===== src/rtl/alu_seq.sv =====
// alu_seq: registered WIDTH-bit ALU with a start/busy/done handshake,
// carry and signed-overflow flags, and a multi-cycle shift-add multiplier.
// Optional restoring divider for op 111 is built when ALU_SEQ_DIV_EN is defined.
module alu_seq #(
    parameter int WIDTH = 16,
    parameter int CNT_W = $clog2(WIDTH) + 1
) (
    input  logic             clk,
    input  logic             rst_n,
    input  logic             start,
    input  logic [2:0]       op,
    input  logic [WIDTH-1:0] a,
    input  logic [WIDTH-1:0] b,
    output logic             busy,
    output logic             done,
    output logic [WIDTH-1:0] result,
    output logic             zero,
    output logic             ag,
    output logic             carry,
    output logic             ovf
);

    typedef enum logic [2:0] {
        OP_ADD = 3'b000,
        OP_SUB = 3'b001,
        OP_AND = 3'b010,
        OP_OR  = 3'b011,
        OP_XOR = 3'b100,
        OP_SLT = 3'b101,
        OP_MUL = 3'b110,
        OP_DIV = 3'b111
    } op_t;

`ifdef ALU_SEQ_DIV_EN
    typedef enum logic [1:0] {ST_IDLE, ST_MUL, ST_DIV} state_t;
`else
    typedef enum logic [1:0] {ST_IDLE, ST_MUL} state_t;
`endif

    state_t             state;
    logic [CNT_W-1:0]   cnt;
    logic [WIDTH-1:0]   op_a;
    logic [WIDTH-1:0]   op_b;
    logic [2*WIDTH-1:0] acc;
    logic [2*WIDTH-1:0] mcand;
    logic [WIDTH-1:0]   mplier;
    logic [2*WIDTH-1:0] acc_nxt;

    logic [WIDTH:0]     sum;
    logic [WIDTH:0]     diff;
    logic [WIDTH-1:0]   s_res;
    logic               s_carry;
    logic               s_ovf;
    logic               last_iter;

`ifdef ALU_SEQ_DIV_EN
    logic [WIDTH-1:0]   rem;
    logic [WIDTH-1:0]   quo;
    logic [WIDTH:0]     rem_sh;
    logic [WIDTH:0]     trial;
    logic [WIDTH-1:0]   rem_nxt;
    logic [WIDTH-1:0]   quo_nxt;
`endif

    assign last_iter = (cnt == CNT_W'(WIDTH - 1));

    // Single-cycle result and flags from the live inputs (latched at acceptance)
    always_comb begin
        sum     = {1'b0, a} + {1'b0, b};
        diff    = {1'b0, a} - {1'b0, b};
        s_res   = '0;
        s_carry = 1'b0;
        s_ovf   = 1'b0;
        case (op_t'(op))
            OP_ADD: begin
                s_res   = sum[WIDTH-1:0];
                s_carry = sum[WIDTH];
                s_ovf   = (a[WIDTH-1] == b[WIDTH-1]) && (sum[WIDTH-1] != a[WIDTH-1]);
            end
            OP_SUB: begin
                s_res   = diff[WIDTH-1:0];
                s_carry = diff[WIDTH];
                s_ovf   = (a[WIDTH-1] != b[WIDTH-1]) && (diff[WIDTH-1] != a[WIDTH-1]);
            end
            OP_AND: s_res = a & b;
            OP_OR:  s_res = a | b;
            OP_XOR: s_res = a ^ b;
            OP_SLT: s_res = {{(WIDTH-1){1'b0}}, ($signed(a) < $signed(b))};
            default: s_res = '0;
        endcase
    end

    // One shift-add multiplier step
    always_comb begin
        acc_nxt = acc + (mplier[0] ? mcand : '0);
    end

`ifdef ALU_SEQ_DIV_EN
    // One restoring-divide step: shift in the next dividend bit, subtract if it fits
    always_comb begin
        rem_sh = {rem, quo[WIDTH-1]};
        trial  = rem_sh - {1'b0, op_b};
        if (!trial[WIDTH]) begin
            rem_nxt = trial[WIDTH-1:0];
            quo_nxt = {quo[WIDTH-2:0], 1'b1};
        end else begin
            rem_nxt = rem_sh[WIDTH-1:0];
            quo_nxt = {quo[WIDTH-2:0], 1'b0};
        end
    end
`endif

    // Control FSM, iteration datapath and registered outputs
    always_ff @(posedge clk) begin
        if (!rst_n) begin
            state  <= ST_IDLE;
            cnt    <= '0;
            op_a   <= '0;
            op_b   <= '0;
            acc    <= '0;
            mcand  <= '0;
            mplier <= '0;
`ifdef ALU_SEQ_DIV_EN
            rem    <= '0;
            quo    <= '0;
`endif
            busy   <= 1'b0;
            done   <= 1'b0;
            result <= '0;
            zero   <= 1'b1;
            ag     <= 1'b0;
            carry  <= 1'b0;
            ovf    <= 1'b0;
        end else begin
            done <= 1'b0;
            case (state)
                ST_IDLE: begin
                    if (start) begin
                        op_a <= a;
                        op_b <= b;
                        cnt  <= '0;
                        if (op_t'(op) == OP_MUL) begin
                            acc    <= '0;
                            mcand  <= {{WIDTH{1'b0}}, a};
                            mplier <= b;
                            busy   <= 1'b1;
                            state  <= ST_MUL;
`ifdef ALU_SEQ_DIV_EN
                        end else if (op_t'(op) == OP_DIV) begin
                            rem   <= '0;
                            quo   <= a;
                            busy  <= 1'b1;
                            state <= ST_DIV;
`endif
                        end else begin
                            result <= s_res;
                            zero   <= (s_res == '0);
                            ag     <= (a > b);
                            carry  <= s_carry;
                            ovf    <= s_ovf;
                            done   <= 1'b1;
                        end
                    end
                end
                ST_MUL: begin
                    acc    <= acc_nxt;
                    mcand  <= mcand << 1;
                    mplier <= mplier >> 1;
                    cnt    <= cnt + 1'b1;
                    if (last_iter) begin
                        result <= acc_nxt[WIDTH-1:0];
                        zero   <= (acc_nxt[WIDTH-1:0] == '0);
                        ag     <= (op_a > op_b);
                        carry  <= |acc_nxt[2*WIDTH-1:WIDTH];
                        ovf    <= 1'b0;
                        done   <= 1'b1;
                        busy   <= 1'b0;
                        cnt    <= '0;
                        state  <= ST_IDLE;
                    end
                end
`ifdef ALU_SEQ_DIV_EN
                ST_DIV: begin
                    rem <= rem_nxt;
                    quo <= quo_nxt;
                    cnt <= cnt + 1'b1;
                    if (last_iter) begin
                        // divide-by-zero naturally yields an all-ones quotient
                        result <= quo_nxt;
                        zero   <= (quo_nxt == '0);
                        ag     <= (op_a > op_b);
                        carry  <= (op_b == '0);
                        ovf    <= 1'b0;
                        done   <= 1'b1;
                        busy   <= 1'b0;
                        cnt    <= '0;
                        state  <= ST_IDLE;
                    end
                end
`endif
                default: begin
                    busy  <= 1'b0;
                    state <= ST_IDLE;
                end
            endcase
        end
    end

endmodule


===== config.mk =====
export PLATFORM = sky130hd
export DESIGN_NAME = alu_seq
export DESIGN_NICKNAME = d
export VERILOG_FILES = /design/src/rtl/alu_seq.sv
export SDC_FILE = /design/constraint.sdc
export NUM_CORES = 1
export LEC_CHECK = 0
export CORE_MARGIN = 1.5
export CORE_UTILIZATION = 52
export CTS_CLUSTER_SIZE = 20
export DETAILED_ROUTE_END_ITERATION = 6
export PLACE_DENSITY_LB_ADDON = 0.08
export RECOVER_POWER = 25
export SETUP_SLACK_MARGIN = 0.4
export SLEW_MARGIN = 20
export SYNTH_ARGS = -nofsm -noshare
export SYNTH_HDL_FRONTEND = slang
export SYNTH_SLANG_ARGS = --single-unit

===== constraint.sdc =====
create_clock -name clk -period 3.5 [get_ports clk]
set_input_delay 0.7 -clock clk [delete_from_list [all_inputs] [get_ports clk]]
set_output_delay 0.7 -clock clk [all_outputs]
set_load 0.02 [all_outputs]

==> results of run 1 <==
-- cell type report --
class                   count  area, sq um
multi-input cells        1152         8060
inverters                  74          278
fillers                  1658         5780
well taps                 270          338
clock buffers              20          458
flip-flops and latches    139         2790
clock inverters            10          116
repair buffers            289         2340
-- through the flow --
stage | worst slack [ns] | hold slack [ns] | instances | util, % | area, sq um
2_1_floorplan | 0.418 | 0.435 | 1452 | - | 10700
3_3_place_gp | -0.393 | 0.445 | 1883 | 63.0 | 12700
3_5_place_dp | -0.504 | 0.451 | 1883 | 63.0 | 12700
4_1_cts | 0.372 | 0.459 | 1946 | 69.6 | 14000
5_1_grt | 0.175 | 0.482 | 1954 | 71.3 | 14400
6_report | 0.351 | 0.459 | 1954 | 71.3 | 14400
-- kinds of logic after synthesis --
family                     synth area share, %
and+or+nand+nor                           25.3
AOI/OAI and AO/OA                         26.5
buffers and inverters                     5.91
DFF                                       26.1
adders and majority gates                 12.5
xor gates and xnor gates                  3.37
muxes                                    0.282
-- layout by cell type, fill, tap and decap left out, types with 12 or more instances in the layout --
master and count:
dfxtp_1 137, a21oi_1 101, a21o_1 18, buf_4 222, inv_2 14, nor2b_1 32
and2_1 81, o21ai_0 85, o22ai_1 13, dlygate4sd2_1 12, ha_4 22, nand2_1 239
a21oi_2 18, ha_1 72, a21boi_0 46, o211ai_1 13, dlygate4sd3_1 18, clkdlybuf4s50_1 23
nor2_1 109, inv_1 59, nand3_1 20, xnor2_1 28, nand4_1 14, clkbuf_16 18
-- routing by layer --
metal / up-vias / track usage (%)
li1: 5466 / -
met1: 5291 / 46.8
met2: 464 / 52.7
met3: 85 / 5.63
met4: 0 / 12.5
met5: - / 0
-- where the power goes --
| group | switching [uW] | internal, uW |
|---|---|---|
| registers | 35.4 | 1630 |
| logic | 607 | 498 |
| clock network | 754 | 1090 |
| total | 1400 | 3210 |
-- registers in the layout, indices dropped and copies added, names as in the netlist --
register,cells
zero,1
mcand,32
done,1
op_a,16
carry,1
busy,1
ag,1
mplier,16
acc,32
result,16
cnt,5
ovf,1
op_b,16
-- path summary, 6_finish.rpt --
path / endpoint / depth (start not counted) / slack [ns]
max reg2reg: carry$_SDFFE_PN0P_ / 16 / 0.35
min reg2reg: mplier[15]$_SDFFE_PN0P_ / 2 / 0.46
min: mplier[15]$_SDFFE_PN0P_ / 2 / 0.46
max: carry$_SDFFE_PN0P_ / 16 / 0.35
-- what timing repair did --
action                                  CTS  global route
setup buffers                            32             8
hold buffers                              0             0
resized for setup                       125            69
pin swaps                                53            41
endpoints found under the setup margin   17            17
gates cloned                              1             0
-- worst reg2reg max path, delay by kind of cell (launching register included) --
kind | cells | cell delay, ns
XOR/XNOR | 1 | 0.12
buffers and inverters | 5 | 0.68
AND/OR/NAND/NOR | 4 | 0.75
flip-flops | 1 | 0.38
AO/OA/AOI/OAI | 5 | 0.88
adder cells (fa/ha/maj) | 1 | 0.23
==> summary.md, run 1 <==
| Metric | Value |
|---|---|
| Synth cell types | `80` |
| Buffers on Ports | `59` |
| WP data required | `3.81 ns` |
| Die Wd | `146 um` |
| Outcome | `finished with violations` |
| Max H-tree Level | `4` |
| CP delay by family, top | `compound AO/OA/AOI/OAI gates` |
| Power Total | `4610 uW` |
| Core Rows | `52` |
| Tightest Hold Check Type | `reg -> reg` |
| Max Root-Sink Buffers | `2` |
| Worst setup SP type | `flop` |
| Die ar. | `21400 sq um` |
| Mapped Cells | `1452` |
| Top FF cell, synth | `dfxtp_1` |
| Cell Pwr Density | `321 nW/um^2` |
| Io pins | `60` |
| Vias in the first global route | `10700` |
| Setup CP Type | `reg -> reg` |
| Nets | `1816` |
| VDD IR max | `342 uV` |
| Cell area after synthesis | `10700 sq um` |
| FMAX | `318 MHz` |
| Min-delay src | `mplier[15]$_SDFFE_PN0P_` |
| Core area | `20200 sq um` |
| Syn avg cell area | `7.34 sq um` |
| Post-route ant nets | `0` |
| Total GRT Usage | `33.8%` |
| Worst Tran Pin Value | `1.76 ns` |
| Register area share after synthesis | `26.1%` |
| Vias | `11300` |
| Number of hold violations in the final report | `0` |
| Max Cap Violations | `1` |
| Yosys warning total | `0` |
| Top Metal Used | `met4` |
| GR Overflow Total | `0` |
| Cell mode on critical path | `buf_4` |
| Final Slew Violations | `34` |
| Clock Latency Late Sink | `0.43 ns` |
| Vias per cell | `5.79` |
| Antenna diode count | `0` |
| Failing checks | `capacitance limit, slew limit` |
| Critical path origin | `mplier[0]$_SDFFE_PN0P_` |
| Synth top cells by count | `nand2_1 (245), dfxtp_1 (139), a21oi_1 (117), nor2_1 (114), ha_1 (102)` |
| Met1 Wirelength | `17.1 mm` |
| Initial Util | `52.8%` |
| Initial antenna violation count | `0` |
| Sink Count | `139` |
| Synth area leaders | `dfxtp_1 (26%), ha_1 (12%), nand2_1 (8.6%), a21oi_1 (5.5%), and2_1 (5.2%)` |
| Biggest cell delay along the critical path | `0.38 ns` |
| TritonCTS clock tree | `built` |
| P&R area growth vs syn | `35.0%` |
| Most frequent cell after synthesis | `nand2_1` |
| Fin crit share | `90.0%` |
| Share of cells above drive strength 1 | `24.9%` |
| FFs w/ async S/R, synth | `0%` |
| Drt pass-1 iters | `5` |
| Post-DP HPWL | `26.0 mm` |
| Max FO, Critical Path | `7` |
| Synth Register Bits | `139` |
| Reg clk slew, reported paths | `0.06 ns` |
| Leak Pwr | `0.00611 uW` |
| First-pass GRT wire length | `57.2 mm` |
| Clk root buf | `clkbuf_16` |
| Crit end category | `flop` |
| Met2 wire len | `16.1 mm` |
| Minimum clock period | `3.15 ns` |
| DRC Markers | `0` |
| Die height | `146 um` |
| Crit-path slowest cell | `dfxtp_4` |
| Placer Congestion | `0.999` |
| Slew margin rel. | `-17.4%` |
| Biggest area consumer among synthesized cells | `dfxtp_1` |
| Critical R2R Launch | `mplier[0]$_SDFFE_PN0P_` |
| Unrepaired setup endpoints after global routing | `true` |
| Pin count of the biggest net entering global routing | `105` |
| Initial drt markers | `1078` |
| Synth Net Count | `1595` |
| Total CTS buffers | `17` |
| Endpoints failing setup | `0` |
| Post-synth EDFFs | `0` |
| Setup TNS | `0 ns` |
| Critical Path AT | `3.46 ns` |
| Post-synth top area share | `26.1%` |
| Critical path buffer and inverter count | `5` |
| Clock Skews | `0.0129 ns` |
| Drt wl/cell | `18.8 um` |
| Total routed wirelength | `36.8 mm` |
| DR WL met3 | `2.41 mm` |
| CP cell instances | `buf_6 > and2_4 > ha_4 > buf_4 > o211ai_1 > nand2_2 > a31o_4 > a31oi_4 > buf_12 > buf_4 > o22a_2 > xnor2_1 > nor4_2 > buf_4 > and4_1 > a31oi_1` |
No activity file was read; power rests on OpenSTA's default activity.
==> run 2, diff against run 1 <==
--- a/config.mk
+++ b/config.mk
@@ -5,7 +5,7 @@
 export SDC_FILE = /design/constraint.sdc
 export NUM_CORES = 1
 export LEC_CHECK = 0
-export CORE_MARGIN = 1.5
+export CORE_MARGIN = 3
 export CORE_UTILIZATION = 52
 export CTS_CLUSTER_SIZE = 20
 export DETAILED_ROUTE_END_ITERATION = 6
==> run 2 against run 1 <==
  * The flow still finishes with violations (capacitance limit, slew limit)
  * Clock skew increased by 0.0024 ns
  * Non-clock buffer count decreased by 5
  * Hold slack improved by 0.0013 ns
  * Core utilization increased by 1.6 points
  * Clock power about the same
  * Via count decreased by 0.65%
  * Die area increased by 4.1%
  * Worst setup slack got worse by 0.037 ns
  * Clock-buffer cell count decreased by 1
  * Sequential power about the same
==> summary.md, run 2 (synthesized netlist as in run 1, its figures left out) <==
| Metric | Value |
|---|---|
| Outcome | `finished with violations` |
| Failing checks | `capacitance limit, slew limit` |
| Clock Latency Late Sink | `0.44 ns` |
| Antenna diode count | `0` |
| Worst R2R Path Depth | `14` |
| Nets | `1811` |
| Max H-tree Level | `4` |
| Cell Pwr Density | `319 nW/um^2` |
| Placed cell areas | `12800 sq um` |
| Post-route ant nets | `0` |
| Worst Tran Pin Value | `1.90 ns` |
| Core Rows | `51` |
| Crit end category | `flop` |
| Share of cells above drive strength 1 | `25.0%` |
| Critical path origin | `mplier[0]$_SDFFE_PN0P_` |
| Commonest non-fill, non-tap cell in the layout | `nand2_1` |
| Die height | `149 um` |
| Share of power burned in registers | `36.2%` |
| Core area | `19800 sq um` |
| Placer Congestion | `0.997` |
| Critical R2R Launch | `mplier[0]$_SDFFE_PN0P_` |
| Drt pass-1 iters | `6` |
| TritonCTS clock tree | `built` |
| Buffers on Ports | `59` |
| Final Slew Violations | `34` |
| Met2 usage | `48.0%` |
| Slew margin rel. | `-26.9%` |
| Sink Count | `139` |
| Clock power frac | `39.7%` |
| Leak Pwr | `0.00616 uW` |
| Vias | `11200` |
| Tightest Hold Check Type | `reg -> reg` |
| Total routed wirelength | `35.2 mm` |
| Fin crit share | `91.0%` |
| FMAX | `314 MHz` |
| Vias in the first global route | `10500` |
| Most frequent cells in the layout | `nand2_1 (242), buf_4 (211), dfxtp_1 (137), nor2_1 (108), a21oi_1 (100)` |
| Switching part of the total | `31.4%` |
| Worst setup SP type | `flop` |
| Post-DP HPWL | `24.5 mm` |
| Max Root-Sink Buffers | `2` |
| Io pins | `60` |
| Max FO, Critical Path | `12` |
| WP data required | `3.83 ns` |
| Vias per cell | `5.77` |
| Clk root buf | `clkbuf_16` |
| GR Overflow Total | `0` |
| Max Cap Violations | `1` |
| Total CTS buffers | `17` |
| Final Cell Area | `14400 sq um` |
| Regs by FF count | `acc: 32 flops, mcand: 32 flops` |
| Total GRT Usage | `30.9%` |
| Combinational share of power | `24.1%` |
| Net switching power | `1440 uW` |
| Met1 track demand over resource | `44.5%` |
| P&R area growth vs syn | `35.5%` |
| Critical Path AT | `3.52 ns` |
| Pin count of the biggest net entering global routing | `92` |
| R2R setup slack | `0.31 ns` |
| Int Pwr | `3160 uW` |
| VDD IR max | `351 uV` |
| Initial drt markers | `1126` |
| Minimum clock period | `3.19 ns` |
| Clock Skews | `0.0153 ns` |
| Drt wl/cell | `18.1 um` |
| Busiest grt layer | `met2` |
| Unrepaired setup endpoints after global routing | `true` |
| DRC Markers | `0` |
| R2R Path End | `carry$_SDFFE_PN0P_` |
| Reg clk slew, reported paths | `0.07 ns` |
| Setup TNS | `0 ns` |
| Die ar. | `22200 sq um` |
| Number of hold violations in the final report | `0` |
| Min-delay src | `mplier[15]$_SDFFE_PN0P_` |
| First-pass GRT wire length | `55.2 mm` |
| Die Wd | `149 um` |
| M3 GR Usage | `4.35%` |
| Initial antenna violation count | `0` |
| Setup CP Type | `reg -> reg` |
| Hold slack | `0.461 ns` |
| Crit path to | `carry$_SDFFE_PN0P_` |
| Initial Util | `53.9%` |
| Final Core Density | `73.0%` |
| Endpoints failing setup | `0` |
==> run 2: routing by layer <==
| metal | vias to the layer above | wire (um) |
|---|---|---|
| met5 | - | 0 |
| met1 | 5300 | 16100 |
| met3 | 58 | 2530 |
| met2 | 423 | 15700 |
| met4 | 0 | 939 |
| li1 | 5452 | - |
==> run 2: area by class of cell <==
cell class / count / area (sq um)
clock buffer: 19 / 443
timing repair buffer: 284 / 2380
clock inverter: 13 / 130
inverter: 74 / 278
tap: 265 / 332
multi-input combinational: 1152 / 8080
sequential: 139 / 2790
fill: 1610 / 5350
==> run 2: power groups by stage <==
stage,clock network [uW],registers (uW),logic (uW)
global placement,0,1700,965
floorplan,0,1710,498
global route,1920,1670,1200
CTS,1850,1660,1040
detailed placement,0,1700,972
finish,1830,1670,1110
==> run 2: per-stage QoR <==
stage	instances	total power (uW)	worst slack (ns)
2_1_floorplan	1452	2210	0.418
3_3_place_gp	1888	2660	-0.372
3_5_place_dp	1888	2670	-0.391
4_1_cts	1935	4550	0.383
5_1_grt	1946	4780	0.200
6_report	1946	4600	0.314
==> run 2: worst max-delay path: stages (launching register included) <==
cell and delay (ns):
dfxtp_4 0.38, buf_8 0.15, and2_1 0.16, ha_1 0.30
buf_4 0.17, and3_4 0.19, a31o_4 0.24, a31oi_4 0.21
nand2_2 0.14, a221oi_4 0.32, xnor2_2 0.14, nor4_2 0.26
buf_4 0.16, and4_1 0.18, a31oi_1 0.08
==> run 2: what timing repair did <==
| action | 4_1_cts | 5_1_grt |
|---|---|---|
| pin swaps | 62 | 45 |
| cloned | 1 | 0 |
| hold endpoints to repair | 0 | 0 |
| setup buffers | 14 | 11 |
| resized for setup | 124 | 81 |
| hold buffers | 0 | 0 |
| endpoints found under the setup margin | 16 | 15 |
==> run 2: how the worst min path moves through the flow <==
stage / to / slack [ns] / cells after the start
floorplan: mplier[15]$_SDFFE_PN0P_ / 0.43 / 2
global placement: mplier[15]$_SDFFE_PN0P_ / 0.45 / 2
detailed placement: mplier[15]$_SDFFE_PN0P_ / 0.45 / 2
CTS: mplier[15]$_SDFFE_PN0P_ / 0.46 / 2
global route: cnt[4]$_SDFFE_PN0P_ / 0.48 / 2
finish: mplier[15]$_SDFFE_PN0P_ / 0.46 / 2
